`config.mk`:
```
export PLATFORM = sky130hd
export DESIGN_NAME = ula_multiciclo
export DESIGN_NICKNAME = d
export VERILOG_FILES = /design/src/rtl/ula_multiciclo.sv
export SDC_FILE = /design/constraint.sdc
export NUM_CORES = 1
export LEC_CHECK = 0
export ABC_AREA = 1
export BUFFER_PORTS_ARGS = -buffer_cell sky130_fd_sc_hd__buf_4
export CORE_ASPECT_RATIO = 0.5
export CORE_MARGIN = 2
export CORE_UTILIZATION = 40
export DETAILED_ROUTE_END_ITERATION = 6
export PLACE_DENSITY = 0.68
export SYNTH_ARGS = -nofsm -noshare
export SYNTH_HDL_FRONTEND = slang
export SYNTH_SLANG_ARGS = --single-unit
```
`constraint.sdc`:
```
create_clock -name clk -period 2.7 [get_ports clk]
set_input_delay 0.405 -clock clk [delete_from_list [all_inputs] [get_ports clk]]
set_output_delay 0.405 -clock clk [all_outputs]
set_load 0.005 [all_outputs]
```
`src/rtl/ula_multiciclo.sv`:
```
// Multi-cycle 16-instruction ALU core: FETCH/DECODE/EXEC/WB over a 16-entry register file,
// with flags, branches, HALT, run/step control and a combinational debug read port.
module ula_multiciclo #(
    parameter int DATA_W = 16,
    parameter int ADDR_W = 12
) (
    input  logic              clk,
    input  logic              reset,
    input  logic              run,
    input  logic              step,
    output logic [ADDR_W-1:0] imem_addr,
    input  logic [15:0]       imem_data,
    output logic [ADDR_W-1:0] pc,
    output logic              retire,
    output logic              wb_en,
    output logic [3:0]        wb_addr,
    output logic [DATA_W-1:0] wb_data,
    output logic              flag_z,
    output logic              flag_c,
    output logic              halted,
    output logic              busy,
    input  logic [3:0]        dbg_sel,
    output logic [DATA_W-1:0] dbg_data
);

    typedef enum logic [2:0] {
        S_IDLE,
        S_FETCH,
        S_DECODE,
        S_EXEC,
        S_WB,
        S_HALT
    } state_t;

    typedef enum logic [3:0] {
        OP_ADD  = 4'h0,
        OP_SUB  = 4'h1,
        OP_SLT  = 4'h2,
        OP_AND  = 4'h3,
        OP_OR   = 4'h4,
        OP_XOR  = 4'h5,
        OP_ANDI = 4'h6,
        OP_ORI  = 4'h7,
        OP_XORI = 4'h8,
        OP_ADDI = 4'h9,
        OP_SUBI = 4'hA,
        OP_JMP  = 4'hB,
        OP_BZ   = 4'hC,
        OP_RSVD = 4'hD,
        OP_NOP  = 4'hE,
        OP_HALT = 4'hF
    } op_t;

    state_t state, state_nx;

    logic [DATA_W-1:0] regs [16];
    logic [15:0]       ir;
    logic [DATA_W-1:0] opa, opb, opd;

    logic [DATA_W-1:0] res_q;
    logic              carry_q;
    logic              zero_q;
    logic              wr_q;
    logic              upd_q;
    logic [ADDR_W-1:0] npc_q;

    op_t               op;
    logic [DATA_W-1:0] b_sel;
    logic [DATA_W:0]   sum;
    logic [DATA_W:0]   dif;
    logic [DATA_W-1:0] alu_res;
    logic              alu_c;
    logic              alu_op;
    logic [ADDR_W-1:0] npc;
    logic [11:0]       imm8_ext;

    function automatic logic [DATA_W-1:0] rf_read(input logic [3:0] idx);
        return (idx == 4'd0) ? '0 : regs[idx];
    endfunction

    assign op = op_t'(ir[15:12]);

    // Register-form ops (0-5) take rs2, immediate forms take zero-extended imm4.
    always_comb begin
        b_sel    = (ir[15:12] <= 4'h5) ? opb : {{(DATA_W-4){1'b0}}, ir[3:0]};
        sum      = {1'b0, opa} + {1'b0, b_sel};
        dif      = {1'b0, opa} - {1'b0, b_sel};
        imm8_ext = {4'h0, ir[7:0]};
        alu_res  = '0;
        alu_c    = 1'b0;
        alu_op   = 1'b1;
        npc      = pc + ADDR_W'(1);
        unique case (op)
            OP_ADD, OP_ADDI: begin
                alu_res = sum[DATA_W-1:0];
                alu_c   = sum[DATA_W];
            end
            OP_SUB, OP_SUBI: begin
                alu_res = dif[DATA_W-1:0];
                alu_c   = dif[DATA_W];
            end
            OP_SLT:          alu_res = (opa < b_sel) ? {{(DATA_W-1){1'b0}}, 1'b1} : '0;
            OP_AND, OP_ANDI: alu_res = opa & b_sel;
            OP_OR,  OP_ORI:  alu_res = opa | b_sel;
            OP_XOR, OP_XORI: alu_res = opa ^ b_sel;
            OP_JMP: begin
                alu_op = 1'b0;
                npc    = ir[ADDR_W-1:0];
            end
            OP_BZ: begin
                alu_op = 1'b0;
                if (opd == '0) npc = imm8_ext[ADDR_W-1:0];
            end
            default:         alu_op = 1'b0;
        endcase
    end

    always_comb begin
        state_nx = state;
        unique case (state)
            S_IDLE:   if (run || step) state_nx = S_FETCH;
            S_FETCH:  state_nx = S_DECODE;
            S_DECODE: state_nx = S_EXEC;
            S_EXEC:   state_nx = S_WB;
            S_WB: begin
                if (op == OP_HALT) state_nx = S_HALT;
                else if (run)      state_nx = S_FETCH;
                else               state_nx = S_IDLE;
            end
            S_HALT:   state_nx = S_HALT;
            default:  state_nx = S_IDLE;
        endcase
    end

    always_ff @(posedge clk or negedge reset) begin
        if (!reset) begin
            state   <= S_IDLE;
            pc      <= '0;
            ir      <= '0;
            opa     <= '0;
            opb     <= '0;
            opd     <= '0;
            res_q   <= '0;
            carry_q <= 1'b0;
            zero_q  <= 1'b0;
            wr_q    <= 1'b0;
            upd_q   <= 1'b0;
            npc_q   <= '0;
            flag_z  <= 1'b0;
            flag_c  <= 1'b0;
            for (int unsigned i = 0; i < 16; i++) regs[i] <= '0;
        end else begin
            state <= state_nx;
            unique case (state)
                S_DECODE: begin
                    ir  <= imem_data;
                    opa <= rf_read(imem_data[7:4]);
                    opb <= rf_read(imem_data[3:0]);
                    opd <= rf_read(imem_data[11:8]);
                end
                S_EXEC: begin
                    res_q   <= alu_res;
                    carry_q <= alu_c;
                    zero_q  <= (alu_res == '0);
                    upd_q   <= alu_op;
                    wr_q    <= alu_op && (ir[11:8] != 4'd0);
                    npc_q   <= npc;
                end
                S_WB: begin
                    pc <= npc_q;
                    if (wr_q) regs[ir[11:8]] <= res_q;
                    if (upd_q) begin
                        flag_z <= zero_q;
                        flag_c <= carry_q;
                    end
                end
                default: ;
            endcase
        end
    end

    assign imem_addr = pc;
    assign retire    = (state == S_WB);
    assign wb_en     = retire && wr_q;
    assign wb_addr   = retire ? ir[11:8] : 4'd0;
    assign wb_data   = retire ? res_q : '0;
    assign halted    = (state == S_HALT);
    assign busy      = (state != S_IDLE) && (state != S_HALT);
    assign dbg_data  = rf_read(dbg_sel);

endmodule

```
==> results.json, run 1 <==
{
  "status": "finished with violations",
  "violations": "design-rule violations, negative setup slack",
  "fin_crit_ns": 2.71,
  "ir_drop_v": 0.000417,
  "crit_end": "zero_q",
  "dp_slack_ns": -0.263,
  "wl_per_cell_um": 24.0,
  "dp.final_hpwl_um": 74100,
  "cp_cell_sequence": "inv_2, o21ai_4, buf_12, nor2_1, inv_1, buf_4, ha_1, o21bai_1, inv_1, buf_4, nand2_1, nand2_1, nand3_1, nand3_2, nor2_1, nand3_1, nor2_1, nand3_1, nand2_1",
  "cap_violations": 0,
  "synth-simple-area-share_pct": 18.4,
  "yosys.area_share.adder_pct": 2.82,
  "yosys-mux-area-fraction_pct": 0.0889,
  "crit_path_start_kind": "flop",
  "synthFlopType": "dfrtp_1",
  "internal_power_mw": 15.4,
  "cts_tree": "built",
  "drv_slew": 0,
  "use_met2_pct": 48.2,
  "synth-seq-cells": 369,
  "crit_type": "reg2reg",
  "synth_compound_gate_area_share_pct": 32.4,
  "finalSetupViolations": 1,
  "synth_xor_area_share_pct": 0.277,
  "ant_nets": 0,
  "globalRouteOverflowTotal": 0,
  "grt_pass1_wl_um": 169000,
  "layout-area-overhead-vs-synth_pct": 18.3,
  "grtUsageTotal_pct": 33.6,
  "drc_errors": 3,
  "drt-initial-drc-count": 5466,
  "skew_ns": 0.0206,
  "r2r_end": "zero_q",
  "p_sw_share_pct": 44.3,
  "crit_slowest_cell": "dfrtp_1",
  "vias": 28900,
  "post-synth-top-count-cell": "o21ai_0",
  "clock_latency_ns": 0.56,
  "arrival_ns": 3.19,
  "finalCritPeriodShare_pct": 100,
  "pwr-share-seq_pct": 31.2,
  "top_usage_layer": "met2",
  "ys_seq_area_share_pct": 36.4,
  "utilization_pct": 47.7,
  "synth_cells": 3739,
  "endpoint_kind": "flop",
  "first_global_vias": 26400,
  "synth_area_leaders": "dfrtp_1 36%, o21ai_0 18%, a21oi_1 12%, nand2_1 8.0%, nand3_1 4.7%",
  "synth_top_family_by_area": "compound AO/OA/AOI/OAI gates",
  "crit_buf_inv": 6,
  "cpPeakStageDelay_ns": 0.37,
  "r2r-start": "ir[14]",
  "synth-edff-count": 0,
  "core-area_um2": 62900,
  "syn-num-nets": 3819,
  "fp.dieW_um": 360,
  "cpLargestDelayFamily": "simple AND/OR/NAND/NOR gates",
  "crit_path_max_fanout": 12,
  "worst_slack_ns": -0.00826,
  "nNetsFinal": 3923,
  "dpl_cell_area_um2": 28300,
  "dr.pass1.iters": 7,
  "slew_headroom_pct": 34.6,
  "cts_sinks": 369,
  "rows": 65,
  "hold_class": "in2reg",
  "met3_usage_pct": 10.0,
  "die_h_um": 182,
  "fillCellCount": 6280,
  "r2r_slack_ns": -0.008,
  "syn_area_per_cell_um2": 6.78,
  "grtUsageMet1_pct": 46.2,
  "ios": 90,
  "net-switching-power_mw": 12.2,
  "ys_top_cells_by_count": "889 x o21ai_0, 608 x a21oi_1, 543 x nand2_1, 369 x dfrtp_1, 290 x inv_1",
  "synth_area_um2": 25300,
  "die-area_um2": 65500,
  "cp-startpoint": "ir[14]",
  "grt_max_degree": 82,
  "synth_top_area_share_pct": 36.4,
  "r2r_cells": 19,
  "ys_async_sr_fraction_pct": 100,
  "hold_viol_final": 0,
  "gp_congestion": 0.979,
  "start_util_pct": 40.3,
  "clk_path_buf_depth": 3,
  "yosysTopAreaCell": "dfrtp_1",
  "tns_ns": -0.00826,
  "worst-path-stages": 19,
  "drive_above_1_share_pct": 14.2,
  "final_area_um2": 30000,
  "p_clk_share_pct": 20.4,
  "numPortBuffers": 89,
  "antenna_found_initial": 3,
  "cts_buffers": 38,
  "clk_pin_slew_ns": 0.07,
  "cts_root_buf": "clkbuf_16",
  "worstMarginPinSlew_ns": 0.970,
  "p_per_area_nw_per_um2": 919,
  "vias_per_cell": 6.14,
  "ys.warnings.count": 0,
  "ys_types": 40,
  "finalWirelength_um": 113000,
  "rsz0062_at_grt": "true",
  "htree_levels": 2,
  "leakage_nw": 13.0,
  "worstPathRequired_ns": 3.18,
  "p_comb_share_pct": 48.5,
  "fmax_ghz": 0.369
}
==> layout by cell type, fill, tap and decap left out, types with 6 or more instances in the layout <==
master | Yosys | layout
clkinv_1 | 5 | 8
clkbuf_1 | 225 | 7
nand3_2 | 0 | 6
nor2_1 | 280 | 261
nand2_1 | 543 | 532
nand3_1 | 237 | 231
nor3_2 | 1 | 7
a32o_1 | 38 | 38
dfrtp_1 | 369 | 369
buf_12 | 0 | 33
o22ai_1 | 13 | 13
a31oi_1 | 23 | 23
o21ai_1 | 2 | 7
clkbuf_16 | 0 | 39
a21oi_1 | 608 | 596
inv_2 | 4 | 16
nand2_2 | 0 | 11
clkbuf_8 | 0 | 6
nor4_4 | 6 | 6
nand4_1 | 13 | 13
xor2_1 | 6 | 6
ha_4 | 0 | 10
nor2_2 | 4 | 21
a21oi_2 | 0 | 12
ha_1 | 54 | 39
o21ai_0 | 889 | 878
clkinv_2 | 0 | 7
inv_1 | 290 | 270
buf_4 | 20 | 341
==> logic make-up after synthesis <==
logic type,Yosys count
muxes,2
adders and majority gates,56
and+or+nand+nor,1107
xor gates and xnor gates,8
buffers and inverters,611
DFF,369
AOI/OAI and AO/OA,1586
==> layout make-up <==
type / instances / area (µm²) / area share, %
Clock inverter: 14 / 170 / 0.568
Antenna cell: 1 / 2.50 / 0.00835
Inverter: 299 / 1130 / 3.77
Sequential cell: 369 / 9230 / 30.8
Timing Repair Buffer: 376 / 3250 / 10.8
Clock buffer: 52 / 1080 / 3.62
Multi-Input combinational cell: 2759 / 14100 / 46.9
Tap cell: 837 / 1050 / 3.49
==> worst min-delay path by stage <==
stage	startpoint	end	slack [ns]	cells past startpoint
6_report	imem_data[15]	ir[15]	0.07	3
5_1_grt	imem_data[15]	ir[15]	0.09	3
4_1_cts	imem_data[15]	ir[15]	0.07	3
3_5_place_dp	reset	opa[8]	0.39	1
3_3_place_gp	reset	opa[8]	0.38	1
2_1_floorplan	reset	carry_q	0.11	0
==> worst register-to-register path: stages, from the launching register on <==
cell	delay, ns
dfrtp_1	0.37
inv_2	0.06
o21ai_4	0.22
buf_12	0.20
nor2_1	0.08
inv_1	0.10
buf_4	0.11
ha_1	0.22
o21bai_1	0.16
inv_1	0.07
buf_4	0.13
nand2_1	0.12
nand2_1	0.07
nand3_1	0.08
nand3_2	0.10
nor2_1	0.12
nand3_1	0.12
nor2_1	0.14
nand3_1	0.08
nand2_1	0.06
==> per-stage QoR <==
stage	cells	hold slack (ns)	total power, mW
global route	4706	0.0856	29.2
global placement	4635	0.380	20.7
CTS	4705	0.0682	27.0
floorplan	3739	0.109	14.9
finish	4707	0.0713	27.6
detailed placement	4635	0.389	20.8
==> routing by layer <==
metal	wire length, µm	part of all wire, %	vias up
li1	-	-	13000
met1	44300	39	13300
met2	45600	40	2161
met3	16700	15	426
met4	6320	5.6	4
met5	24	0.021	-
==> registers in the layout, summed over array words and instances, names as in the netlist <==
name       count
upd_q          1
opd           16
opa           16
opb           16
state          3
imem_addr     12
carry_q        1
flag_c         1
wr_q           1
res_q         16
flag_z         1
npc_q         12
ir            16
zero_q         1
regs         256
==> power by group through the flow <==
stage               Sequential (mW)  Clock [mW]  Combinational, mW
finish                         8.58        5.61               13.4
floorplan                      8.07           0               6.79
global placement               8.52           0               12.1
detailed placement             8.57           0               12.2
global route                   8.73        5.87               14.6
CTS                            8.49        5.63               12.8
==> what timing repair did <==
| item | 4_1_cts | 5_1_grt |
|---|---|---|
| endpoints found under the hold margin | 48 | 0 |
| hold buffers | 1 | 0 |
| setup endpoints to repair | 13 | 13 |
| buffers inserted | 3 | 1 |
| gates resized for setup | 64 | 43 |
| pin swaps | 15 | 5 |
(Power assumes the default switching activity.)
==> run 2, diff against run 1 <==
--- a/config.mk
+++ b/config.mk
@@ -11,7 +11,7 @@
 export CORE_MARGIN = 2
 export CORE_UTILIZATION = 40
 export DETAILED_ROUTE_END_ITERATION = 6
-export PLACE_DENSITY = 0.68
+export PLACE_DENSITY = 0.66
 export SYNTH_ARGS = -nofsm -noshare
 export SYNTH_HDL_FRONTEND = slang
 export SYNTH_SLANG_ARGS = --single-unit
==> constraint.sdc (replaced) <==
create_clock -name clk -period 2.67 [get_ports clk]
set_input_delay 0.4005 -clock clk [delete_from_list [all_inputs] [get_ports clk]]
set_output_delay 0.4005 -clock clk [all_outputs]
set_load 0.005 [all_outputs]
==> run 2 against run 1 <==
  * The run still ends with design-rule violations, negative setup slack left
  * Sequential power up 2%
  * Clock power down 2%
  * Combinational power about the same
  * Register-to-register slack worse by 0.04 ns
  * Non-clock buffer count down 2
  * Sequential share of layout area down 0.10 points
  * Critical path type unchanged
  * Critical endpoint unchanged
  * Largest cell class unchanged
==> results.json, run 2 (synthesis results as in run 1) <==
{
  "status": "finished with violations",
  "dp_slack_ns": -0.235,
  "ios": 90,
  "cts_tree": "built",
  "gp_congestion": 0.997,
  "p_per_area_nw_per_um2": 925,
  "numPortBuffers": 89,
  "drt-initial-drc-count": 4836,
  "htree_levels": 2,
  "grt_pass1_wl_um": 166000,
  "tns_ns": -0.0516,
  "cap_violations": 0,
  "finalSetupViolations": 1,
  "skew_ns": 0.0497,
  "final_common_cell": "o21ai_0",
  "regArea_um2": 9230,
  "cts_sinks": 369,
  "multi_input_area_um2": 14200,
  "dp.final_hpwl_um": 73800,
  "worstPathRequired_ns": 3.17,
  "cp_cell_sequence": "inv_2, o21ai_2, inv_2, buf_6, o21ai_2, buf_6, buf_6, fa_2, buf_6, xor2_1, nand2_1, nand2_1, inv_1, nand3_2, nor2_1, nand2_1, nor2_1, nand3_1, nor2_1, nand3_1, nand2_1",
  "cts_root_buf": "clkbuf_16",
  "clk_pin_slew_ns": 0.07,
  "fp.dieW_um": 360,
  "wl_per_cell_um": 23.7,
  "vias_per_cell": 6.18,
  "die-area_um2": 65500,
  "finalPower_mw": 27.8,
  "violations": "design-rule violations, negative setup slack",
  "clk_path_buf_depth": 3,
  "drv_slew": 0,
  "core-area_um2": 62900,
  "crit_type": "reg2reg",
  "drc_errors": 1,
  "rsz0062_at_grt": "true",
  "arrival_ns": 3.22,
  "leakage_nw": 13.0,
  "globalRouteOverflowTotal": 0,
  "fmax_ghz": 0.367,
  "clock_latency_ns": 0.57,
  "rows": 65,
  "ant_nets": 0,
  "fillCellCount": 6205,
  "grt_max_degree": 97,
  "worstMarginPinSlew_ns": 0.757,
  "drive_above_1_share_pct": 14.8,
  "grtUsageTotal_pct": 33.1,
  "layout-area-overhead-vs-synth_pct": 18.7,
  "nNetsFinal": 3921,
  "crit_path_max_fanout": 7,
  "vias": 29100,
  "antenna_found_initial": 3,
  "worst_slack_ns": -0.0516,
  "slew_headroom_pct": 49.5,
  "hold_viol_final": 0,
  "crit_slowest_cell": "dfrtp_1",
  "crit_path_start_kind": "flop",
  "hold_class": "in2reg",
  "cpPeakStageDelay_ns": 0.39,
  "finalCritPeriodShare_pct": 102,
  "ir_drop_v": 0.000537,
  "die_h_um": 182,
  "cts_buffers": 38,
  "regMostFlops": "regs",
  "dr.pass1.iters": 7,
  "finalWirelength_um": 112000,
  "start_util_pct": 40.3,
  "first_global_vias": 26300,
  "endpoint_kind": "flop",
  "fin_crit_ns": 2.72,
  "largest_reg_flops": 256,
  "mostFrequentLayoutCells": "878 x o21ai_0, 596 x a21oi_1, 520 x nand2_1"
}
run 2: layout make-up:
| class | count | share of cell area (%) |
|---|---|---|
| timing repair buffer | 374 | 10.7 |
| inverter | 299 | 3.75 |
| antenna | 1 | 0.00832 |
| sequential | 369 | 30.7 |
| tap | 837 | 3.48 |
| clock inverter | 8 | 0.270 |
| clock buffer | 55 | 3.84 |
| multi-input combinational | 2759 | 47.2 |
run 2: stage by stage:
| stage | util [%] | hold WS (ns) | std cells | area, µm² |
|---|---|---|---|---|
| floorplan | - | 0.105 | 3739 | 25300 |
| global placement | 44.9 | 0.461 | 4629 | 28300 |
| detailed placement | 44.9 | 0.461 | 4629 | 28300 |
| CTS | 47.3 | 0.0653 | 4694 | 29700 |
| global route | 47.8 | 0.0854 | 4701 | 30100 |
| finish | 47.8 | 0.0651 | 4702 | 30100 |
run 2: report_power, final:
group	switching, mW	internal, mW
registers	1.65	7.07
clock network	2.40	3.09
logic	8.31	5.29
run 2: per-layer routing:
layer / global-route usage [%] / up-vias / routed length, µm
li1: - / 12900 / -
met1: 45.6 / 13600 / 45000
met2: 47.6 / 2112 / 45200
met3: 9.93 / 405 / 15700
met4: 15.3 / 2 / 5670
met5: 0 / - / 13
run 2: path summary, 6_finish.rpt:
path / from / endpoint / slack (ns) / cells after the start
min in group asynchronous: reset / regs[176] / 0.44 / 2
max: ir[13] / zero_q / -0.05 / 21
min: imem_data[12] / ir[12] / 0.07 / 3
max in group asynchronous: reset / res_q[11] / 1.40 / 3
max reg2reg: ir[13] / zero_q / -0.05 / 21
min reg2reg: npc_q[8] / imem_addr[8] / 0.48 / 2
run 2: timing repair:
| action | 4_1_cts | 5_1_grt |
|---|---|---|
| endpoints found under the setup margin | 15 | 16 |
| resized for setup | 54 | 86 |
| pin swaps | 6 | 27 |
| hold buffers | 1 | 0 |
| setup buffers | 1 | 7 |
| hold endpoints to repair | 63 | 0 |
run 2: critical path, delay by kind of cell (launching register included):
family	cells	cell delay, ns
simple gates	10	0.89
buf+inv	7	0.78
flops	1	0.39
fa+ha+maj	1	0.37
xor+xnor	1	0.13
compound gates	2	0.11
